File: config.mk
export PLATFORM = sky130hd
export DESIGN_NAME = neo_buscycle
export DESIGN_NICKNAME = d
export VERILOG_FILES = /design/src/rtl/neo_pkg.sv /design/src/rtl/neo_watchdog.sv /design/src/rtl/neo_buscycle.sv
export SDC_FILE = /design/constraint.sdc
export NUM_CORES = 1
export LEC_CHECK = 0
export BUFFER_PORTS_ARGS = -buffer_cell sky130_fd_sc_hd__buf_2
export CORE_MARGIN = 5
export CORE_UTILIZATION = 47
export DETAILED_ROUTE_END_ITERATION = 8
export HOLD_SLACK_MARGIN = 0.15
export MAX_ROUTING_LAYER = met4
export PLACE_DENSITY = 0.74
export SYNTH_ARGS = -nofsm -noshare
export SYNTH_HDL_FRONTEND = slang
export SYNTH_SLANG_ARGS = --single-unit
File: constraint.sdc
create_clock -name CLK_68KCLK -period 3.9 [get_ports CLK_68KCLK]
set_clock_uncertainty 0.2 [all_clocks]
set_input_delay 1.17 -clock CLK_68KCLK [delete_from_list [all_inputs] [get_ports CLK_68KCLK]]
set_output_delay 1.17 -clock CLK_68KCLK [all_outputs]
set_load 0.02 [all_outputs]
File: src/rtl/neo_pkg.sv
// Shared definitions for the NEO-C1 bus-cycle controller: FSM states,
// zone indices and the default wait-state assignment per zone.
package neo_pkg;

  typedef enum logic [2:0] {
    S_IDLE,
    S_WAIT,
    S_EXTW,
    S_ACK,
    S_BERR
  } bus_state_e;

  localparam int unsigned ZONE_ROM     = 0;
  localparam int unsigned ZONE_PORT    = 1;
  localparam int unsigned ZONE_MEMCARD = 2;
  localparam int unsigned ZONE_IO      = 3;

  localparam int unsigned ROM_WS     = 0;
  localparam int unsigned PORT_WS    = 0;
  localparam int unsigned MEMCARD_WS = 2;
  localparam int unsigned IO_WS      = 0;

endpackage

File: src/rtl/neo_watchdog.sv
// System watchdog: free-running counter cleared by a kick; on reaching the
// terminal count it emits an active-low reset request of fixed length.
module neo_watchdog #(
  parameter int unsigned WDW      = 20,
  parameter int unsigned WD_LIMIT = 786432,
  parameter int unsigned WD_PULSE = 16
) (
  input  logic clk_i,
  input  logic rst_i,
  input  logic kick_i,
  output logic nwdreset_o
);

  localparam int unsigned PW = $clog2(WD_PULSE + 1);

  logic [WDW-1:0] cnt_q, cnt_d;
  logic [PW-1:0]  pulse_q, pulse_d;
  logic           nrst_q, nrst_d;

  // Next-state: count, honour kicks outside the pulse, start pulse at terminal count.
  always_comb begin
    cnt_d   = cnt_q + WDW'(1);
    pulse_d = pulse_q;
    nrst_d  = nrst_q;
    if (!nrst_q) begin
      if (pulse_q == '0) nrst_d = 1'b1;
      else               pulse_d = pulse_q - PW'(1);
    end
    if (kick_i && nrst_q) begin
      cnt_d = '0;
    end else if (cnt_q == WDW'(WD_LIMIT - 1)) begin
      cnt_d   = '0;
      nrst_d  = 1'b0;
      pulse_d = PW'(WD_PULSE - 1);
    end
  end

  // State registers.
  always_ff @(posedge clk_i or posedge rst_i) begin
    if (rst_i) begin
      cnt_q   <= '0;
      pulse_q <= '0;
      nrst_q  <= 1'b1;
    end else begin
      cnt_q   <= cnt_d;
      pulse_q <= pulse_d;
      nrst_q  <= nrst_d;
    end
  end

  assign nwdreset_o = nrst_q;

endmodule

File: src/rtl/neo_buscycle.sv
// 68k bus-cycle controller: per-zone wait states, optional cartridge DTACK
// termination, bus-error timeout and the system watchdog.
module neo_buscycle
  import neo_pkg::*;
#(
  parameter int unsigned NZONES   = 4,
  parameter int unsigned WSW      = 3,
  parameter int unsigned TOW      = 8,
  parameter int unsigned TIMEOUT  = 200,
  parameter int unsigned WDW      = 20,
  parameter int unsigned WD_LIMIT = 786432,
  parameter int unsigned WD_PULSE = 16
) (
  input  logic                      CLK_68KCLK,
  input  logic                      RESET,
  input  logic                      nAS,
  input  logic [NZONES-1:0]         ZONE_SEL,
  input  logic [NZONES*WSW-1:0]     ZONE_WS,
  input  logic [NZONES-1:0]         ZONE_EXT,
  input  logic                      nPDTACK,
  input  logic                      WDKICK,
  output logic                      nDTACK,
  output logic                      nBERR,
  output logic                      nWDRESET,
  output logic [$clog2(NZONES)-1:0] CUR_ZONE
);

  localparam int unsigned ZW = $clog2(NZONES);
  localparam logic [TOW-1:0] TO_LAST = TOW'(TIMEOUT - 1);

  bus_state_e     state_q, state_d;
  logic [WSW-1:0] ws_q, ws_d;
  logic [TOW-1:0] to_q, to_d;
  logic           ext_q, ext_d;
  logic           unmapped_q, unmapped_d;
  logic [ZW-1:0]  zone_q, zone_d;
  logic           ndtack_q, ndtack_d;
  logic           nberr_q, nberr_d;

  logic           hit;
  logic [ZW-1:0]  sel_idx;
  logic [WSW-1:0] sel_ws;
  logic           sel_ext;
  logic [TOW-1:0] to_inc;

  // Priority decode: lowest set ZONE_SEL bit wins.
  always_comb begin
    hit     = 1'b0;
    sel_idx = '0;
    for (int unsigned i = 0; i < NZONES; i++) begin
      if (ZONE_SEL[i] && !hit) begin
        hit     = 1'b1;
        sel_idx = ZW'(i);
      end
    end
  end

  assign sel_ws  = ZONE_WS[sel_idx*WSW +: WSW];
  assign sel_ext = ZONE_EXT[sel_idx];
  assign to_inc  = (to_q == TO_LAST) ? to_q : to_q + TOW'(1);

  // Bus FSM next-state and registered-output next values.
  always_comb begin
    state_d    = state_q;
    ws_d       = ws_q;
    to_d       = to_q;
    ext_d      = ext_q;
    unmapped_d = unmapped_q;
    zone_d     = zone_q;
    ndtack_d   = 1'b1;
    nberr_d    = 1'b1;
    case (state_q)
      S_IDLE: begin
        if (!nAS) begin
          to_d = '0;
          if (!hit) begin
            unmapped_d = 1'b1;
            ext_d      = 1'b0;
            ws_d       = '0;
            state_d    = S_WAIT;
          end else begin
            unmapped_d = 1'b0;
            ws_d       = sel_ws;
            ext_d      = sel_ext;
            zone_d     = sel_idx;
            if (sel_ws != '0)  state_d = S_WAIT;
            else if (sel_ext)  state_d = S_EXTW;
            else               state_d = S_ACK;
          end
        end
      end
      S_WAIT: begin
        if (nAS) begin
          state_d = S_IDLE;
        end else begin
          to_d = to_inc;
          if (!unmapped_q && ws_q <= WSW'(1)) begin
            ws_d    = '0;
            state_d = ext_q ? S_EXTW : S_ACK;
          end else begin
            if (!unmapped_q) ws_d = ws_q - WSW'(1);
            if (to_inc == TO_LAST) state_d = S_BERR;
          end
        end
      end
      S_EXTW: begin
        if (nAS) begin
          state_d = S_IDLE;
        end else begin
          to_d = to_inc;
          if (!nPDTACK)               state_d = S_ACK;
          else if (to_inc == TO_LAST) state_d = S_BERR;
        end
      end
      S_ACK: begin
        if (nAS) state_d  = S_IDLE;
        else     ndtack_d = 1'b0;
      end
      S_BERR: begin
        if (nAS) state_d = S_IDLE;
        else     nberr_d = 1'b0;
      end
      default: state_d = S_IDLE;
    endcase
  end

  // Bus FSM state and output registers.
  always_ff @(posedge CLK_68KCLK or posedge RESET) begin
    if (RESET) begin
      state_q    <= S_IDLE;
      ws_q       <= '0;
      to_q       <= '0;
      ext_q      <= 1'b0;
      unmapped_q <= 1'b0;
      zone_q     <= '0;
      ndtack_q   <= 1'b1;
      nberr_q    <= 1'b1;
    end else begin
      state_q    <= state_d;
      ws_q       <= ws_d;
      to_q       <= to_d;
      ext_q      <= ext_d;
      unmapped_q <= unmapped_d;
      zone_q     <= zone_d;
      ndtack_q   <= ndtack_d;
      nberr_q    <= nberr_d;
    end
  end

  assign nDTACK   = ndtack_q;
  assign nBERR    = nberr_q;
  assign CUR_ZONE = zone_q;

  neo_watchdog #(
    .WDW      (WDW),
    .WD_LIMIT (WD_LIMIT),
    .WD_PULSE (WD_PULSE)
  ) u_wd (
    .clk_i      (CLK_68KCLK),
    .rst_i      (RESET),
    .kick_i     (WDKICK),
    .nwdreset_o (nWDRESET)
  );

endmodule

======== Word-level counts from Yosys, hierarchy flattened ========
Cells that the tools add are included.
word-level totals
  register bits after elaboration ......... 46
  logic and storage cells ................. 99
operators by class
  $add $sub $neg .......................... 4
  $mul .................................... 1
  magnitude comparators ................... 2
  equal/unequal tests ..................... 12
  shift-type cells ........................ 1
  multiplexer cells ....................... 46
  bitwise gates (word level) .............. 1
  reductions and logical operators ........ 21
operator list
  cell                                                                 count
  20-bit two-way mux                                                   2
  3-bit two-way mux                                                    12
  8-bit two-way mux                                                    3
  20-bit by 1-bit adder with 20-bit output (second input constant)     1
  20-bit == test (second input constant)                               1
  5-bit two-way mux                                                    4
  1-bit two-way mux                                                    17
  8-bit == test (second input constant)                                2
  8-bit case mux with 2 select lines                                   1
  3-bit case mux with 4 select lines                                   1
  12-bit by 5-bit variable part select with 3-bit output               1
  8-bit by 1-bit adder with 8-bit output (second input constant)       1
  2-bit two-way mux                                                    4
  3-bit by 2-bit == test with 1-bit output (second input constant)     2
  2-bit != test (second input constant)                                3
  3-bit case mux with 2 select lines                                   1
  3-bit AND reduction                                                  2
  1-bit logical AND                                                    5
  5-bit zero test                                                      1
  5-bit by 1-bit subtractor with 5-bit output (second input constant)  1
  1-bit zero test                                                      4
  2-bit by 2-bit multiplier with 4-bit output (second input constant)  1
  2-bit AND reduction                                                  2
  4-bit AND reduction                                                  1
  other kinds (13)                                                     15

======== Logic depth before layout (Yosys ltp) ========
  word-level depth ........................ 17
  mapped depth ............................ 7
  gate-level depth less buffers ........... 7

======== Modules after synthesis ========
A second synthesis with hierarchy kept.
second synthesis, totals
  cell total of the unflattened synthesis .. 294
  area, all modules ....................... 2748.9 um2
by module, submodules not included
  module        instances  cells each  area each (um2)  seq. area each (um2)
  neo_buscycle  1          166         1451.4           503.0
  neo_watchdog  1          128         1297.5           651.9

======== Worst setup path after synthesis ========
No wires, ideal clock.
  kind .................................... input port to flip-flop
  start ................................... input ZONE_SEL[1]
  end ..................................... register state_q[1]
  library setup time ...................... 82 ps
  arrival ................................. 2642 ps
  data required time ...................... 3618 ps
  setup slack ............................. 976 ps
  stages on the path ...................... 6
  cell sequence ........................... buf_6 -> or4b_4 -> o221a_1 -> o21a_1 -> or3_1 -> a31oi_1
on the way
  longest elaborated chain between the ends .. 15
  elaborated cells on any way between the ends .. 18
  classes of those cells .................. mul (1); shift (1); mux (10); reduce/logical (6)
ends and longest elaborated chain
  element                                                 RTL line             RTL
  from (decl)                                             neo_buscycle.sv:17   input logic [NZONES-1:0] ZONE_SEL,
  1-bit logical AND *                                     neo_buscycle.sv:51   if (ZONE_SEL[i] && !hit) begin
  1-bit two-way mux                                       neo_buscycle.sv:51
  1-bit zero test                                         neo_buscycle.sv:51
  1-bit logical AND                                       neo_buscycle.sv:51
  1-bit two-way mux                                       neo_buscycle.sv:51
  1-bit zero test                                         neo_buscycle.sv:51
  1-bit logical AND                                       neo_buscycle.sv:51
  2-bit two-way mux                                       neo_buscycle.sv:51
  2-bit by 2-bit multiplier with 4-bit output             neo_buscycle.sv:58   assign sel_ws = ZONE_WS[sel_idx*WSW +: WSW];
  12-bit by 5-bit variable part select with 3-bit output  neo_buscycle.sv:58
  3-bit nonzero test                                      neo_buscycle.sv:86   if (sel_ws != '0) state_d = S_WAIT;
  2-bit two-way mux                                       neo_buscycle.sv:86
  2-bit two-way mux *                                     neo_buscycle.sv:76   if (!hit) begin
  3-bit two-way mux *                                     neo_buscycle.sv:74   if (!nAS) begin
  3-bit case mux with 4 select lines *                    neo_buscycle.sv:72   case (state_q)
  to (signal assigned)                                    neo_buscycle.sv:139  state_q <= state_d;
  to (decl)                                               neo_buscycle.sv:31   bus_state_e state_q, state_d;
Every way passes the cells marked *; elsewhere a longest branch is shown, timed or not. The select of a mux whose other input is x is not followed.
A chain may end at the register's enable or synchronous reset.

======== Worst setup path after layout ========
  start ................................... input ZONE_SEL[0]
  end ..................................... register state_q[1]
on the way
  longest elaborated chain between the ends .. 17
  elaborated cells on any way between the ends .. 20
  classes of those cells .................. mul (1); shift (1); mux (11); reduce/logical (7)
ends and longest elaborated chain
  element                                                 RTL line
  1-bit two-way mux *                                     neo_buscycle.sv:51
  1-bit zero test                                         neo_buscycle.sv:51
  1-bit logical AND                                       neo_buscycle.sv:51
  1-bit two-way mux                                       neo_buscycle.sv:51
  1-bit zero test                                         neo_buscycle.sv:51
  1-bit logical AND                                       neo_buscycle.sv:51
  1-bit two-way mux                                       neo_buscycle.sv:51
  1-bit zero test                                         neo_buscycle.sv:51
  1-bit logical AND                                       neo_buscycle.sv:51
  2-bit two-way mux                                       neo_buscycle.sv:51
  2-bit by 2-bit multiplier with 4-bit output             neo_buscycle.sv:58
  12-bit by 5-bit variable part select with 3-bit output  neo_buscycle.sv:58
  3-bit nonzero test                                      neo_buscycle.sv:86
  2-bit two-way mux                                       neo_buscycle.sv:86
  2-bit two-way mux *                                     neo_buscycle.sv:76
  3-bit two-way mux *                                     neo_buscycle.sv:74
  3-bit case mux with 4 select lines *                    neo_buscycle.sv:72
Marked as above.

==> key figures <==
Routing
  • Via density: 5.48
  • Routed Antenna Nets: 0
  • Average wire per cell in the routed design: 13.3 microns
  • Routed WL: 5160 microns
  • Vias: 2,132
  • Pre-antenna DRT Iters: 4
  • Initial DRC count: 93
  • DRC errors left: 0

Clock network
  • H-Tree Depth: 2
  • Post-CTS Setup Inserts: 0
  • Root Buffer: clkbuf_8
  • # clock sinks: 46
  • Clock buffer depth: 2
  • Worst-skew pair later-pin latency: 0.30 ns
  • CTS buffer count: 5
  • Hold buffers post-CTS: 0
  • Reg clk slew, reported paths: 0.09 ns
  • CTS tree: built
  • Post-CTS Resized: 0

Global route
  • Vias in the first global route: 2,141
  • GRT overflow: 0
  • Antenna violations before repair: 0
  • Largest net degree at the start of global routing: 47
  • First-pass GRT wire length: 9200 microns
  • Overall Global Routing Usage: 16.1%

Synth
  • Post-Syn Area: 2580 sq um
  • Syn_area_per_cell: 8.92 sq um
  • EDFF count, synth: 0
  • Top_reg_cell synth: dfrtp_1
  • Syn Inst Count: 289
  • Yosys warns: 0
  • Yosys cell types: 53
  • Synth Net Count: 319
  • Synth Register Bits: 46
  • Asr flop ratio synth: 100%
  • Register area share after synthesis: 44.8%

Final layout
  • Utilization after layout: 53.2%
  • Most frequent cells in the layout: nor2_1 (44), dfrtp_1 (43), buf_2 (29)
  • FILL cells: 514
  • Syn-to-layout area delta: 11.7%
  • Total Nets Final: 346
  • Share of cells above drive strength 1: 16.1%
  • Commonest non-fill, non-tap cell in the layout: nor2_1
  • ANT cells: 0

Setup path
  • Number of stages on the worst setup path: 6
  • Cell count of the worst reg-to-reg path: 6
  • Worst Path Arrival: 2.76 ns
  • Bufs and invs on worst path: 1
  • Max incr delay on CP: 0.54 ns
  • Top delay family on crit path: simple AND/OR/NAND/NOR gates
  • Crit start category: input pin
  • Critical path data required time: 3.93 ns
  • Crit-path cells: buf_2 > or4b_4 > o221a_1 > o21a_1 > or3_1 > a31oi_1
  • Critical path class: in2reg
  • Slowest stage cell, crit path: or4b_4
  • Crit path max fanout: 12
  • Crit. End Element: register

Floorplanning
  • Starting density of the core: 47.7%
  • Die area: 7070 sq um
  • FP Rows: 27
  • Die X: 84.1 microns
  • Core area: 5410 sq um
  • Die Ht: 84.1 microns
  • # IOs: 30

Job
  • Max Cap Violations: 0

STA
  • Tcrit/Tclk final: 70.1%
  • Pins Over Slew Limit: 0
  • Final Hold Fails: 0
  • RSZ-0062 raised after global routing: false
  • FMAX: 366 MHz
  • Endpoints failing setup: 0
  • Period minus WS final: 2.74 ns
  • TNS Setup: 0 ns
  • Worst slew pin tran: 0.942 ns
  • Slew headroom: 37.1%

Placement
  • Placer congestion estimate: 0.879
  • HPWL Detailed: 3730 microns
  • Port bufs: 29

Hold path
  • Hold path depth: 1
  • Worst min path class: reg2reg

Power and ir drop
  • Lkg Pwr: 1.25 nW
  • PD cells: 475 nW/um^2
  • VDD IR max: 0.350 mV

Run status
  • Status: finished clean
cell type report:
class	count	area, sq um	area share (%)
sequential	46	1150	40.1
timing repair buffer	30	153	5.30
clock buffer	6	72.6	2.52
inverter	12	45.0	1.57
clock inverter	2	37.5	1.30
tap	72	90.1	3.13
multi-input combinational	221	1330	46.0
cell usage after synthesis (2+ instances only):
library cell / number / area [sq um]
nor2_1: 44 / 165
dfrtp_1: 43 / 1080
nand2_1: 28 / 105
a21oi_1: 17 / 85.1
o21ai_0: 13 / 65.1
inv_1: 12 / 45.0
xor2_1: 12 / 105
nand3_1: 11 / 55.1
nor3_1: 9 / 45.0
xnor2_1: 8 / 70.1
nand2b_1: 7 / 43.8
nand4_1: 7 / 43.8
buf_2: 6 / 30.0
a31oi_1: 5 / 31.3
ha_1: 5 / 62.6
or3_1: 4 / 25.0
a22o_1: 3 / 26.3
and3_1: 3 / 18.8
clkbuf_1: 3 / 11.3
dfstp_2: 3 / 78.8
nand4b_1: 3 / 26.3
or2_2: 3 / 18.8
or4_1: 3 / 22.5
a22oi_1: 2 / 15.0
and2_1: 2 / 12.5
nand3b_1: 2 / 15.0
o21a_1: 2 / 15.0
o221ai_1: 2 / 17.5
o22ai_1: 2 / 12.5
or3b_2: 2 / 17.5
routing by layer:
metal | up-vias | track usage, % | routed length [microns]
met2 | 26 | 25.3 | 2480
met1 | 1022 | 20.1 | 2510
li1 | 1082 | - | -
met4 | 0 | 5.12 | 25
met3 | 2 | 4.44 | 143
met5 | - | - | 0
sequential cells by signal (all words and copies together) (netlist names):
name,cells
u_wd.cnt_q,20
to_q,8
u_wd.pulse_q,5
state_q,3
ws_q,3
CUR_ZONE,2
ext_q,1
nBERR,1
nDTACK,1
u_wd.nwdreset_o,1
unmapped_q,1
power breakdown:
part / total [W] / internal (W) / switching [W]
sequential: 0.000620 / 0.000539 / 0.0000806
combinational: 0.000393 / 0.000170 / 0.000223
clock: 0.000355 / 0.000191 / 0.000164
total: 0.00137 / 0.000901 / 0.000467
path summary, 6_finish.rpt:
| kind | startpoint | endpoint | slack, ns |
|---|---|---|---|
| max | ZONE_SEL[0] | state_q[1] | 1.16 |
| min | u_wd.cnt_q[0] | u_wd.cnt_q[0] | 0.29 |
| max reg2reg | u_wd.cnt_q[0] | u_wd.cnt_q[11] | 1.39 |
| min reg2reg | u_wd.cnt_q[0] | u_wd.cnt_q[0] | 0.29 |
| max in group asynchronous | RESET | u_wd.pulse_q[4] | 2.03 |
| min in group asynchronous | RESET | u_wd.pulse_q[2] | 0.87 |
logic make-up after synthesis:
logic type               after synthesis  synth area share, %
XOR/XNOR                              20                 6.80
AO/OA/AOI/OAI                         61                 15.9
buffers and inverters                 22                 3.79
flip-flops                            46                 44.8
AND/OR/NAND/NOR                      135                 26.3
adder cells (fa/ha/maj)                5                 2.43
stage by stage:
stage	hold slack [ns]	instance area, sq um	power, W	setup WS, ns	instances
6_report	0.286	2880	0.00137	1.16	389
5_1_grt	0.317	2880	0.00147	1.13	389
4_1_cts	0.288	2880	0.00138	1.17	389
3_5_place_dp	0.275	2770	0.00102	0.863	381
3_3_place_gp	0.269	2770	0.00101	0.879	381
2_1_floorplan	0.251	2580	0.000923	0.976	289
Note: power is estimated with default switching activity, not from simulation.
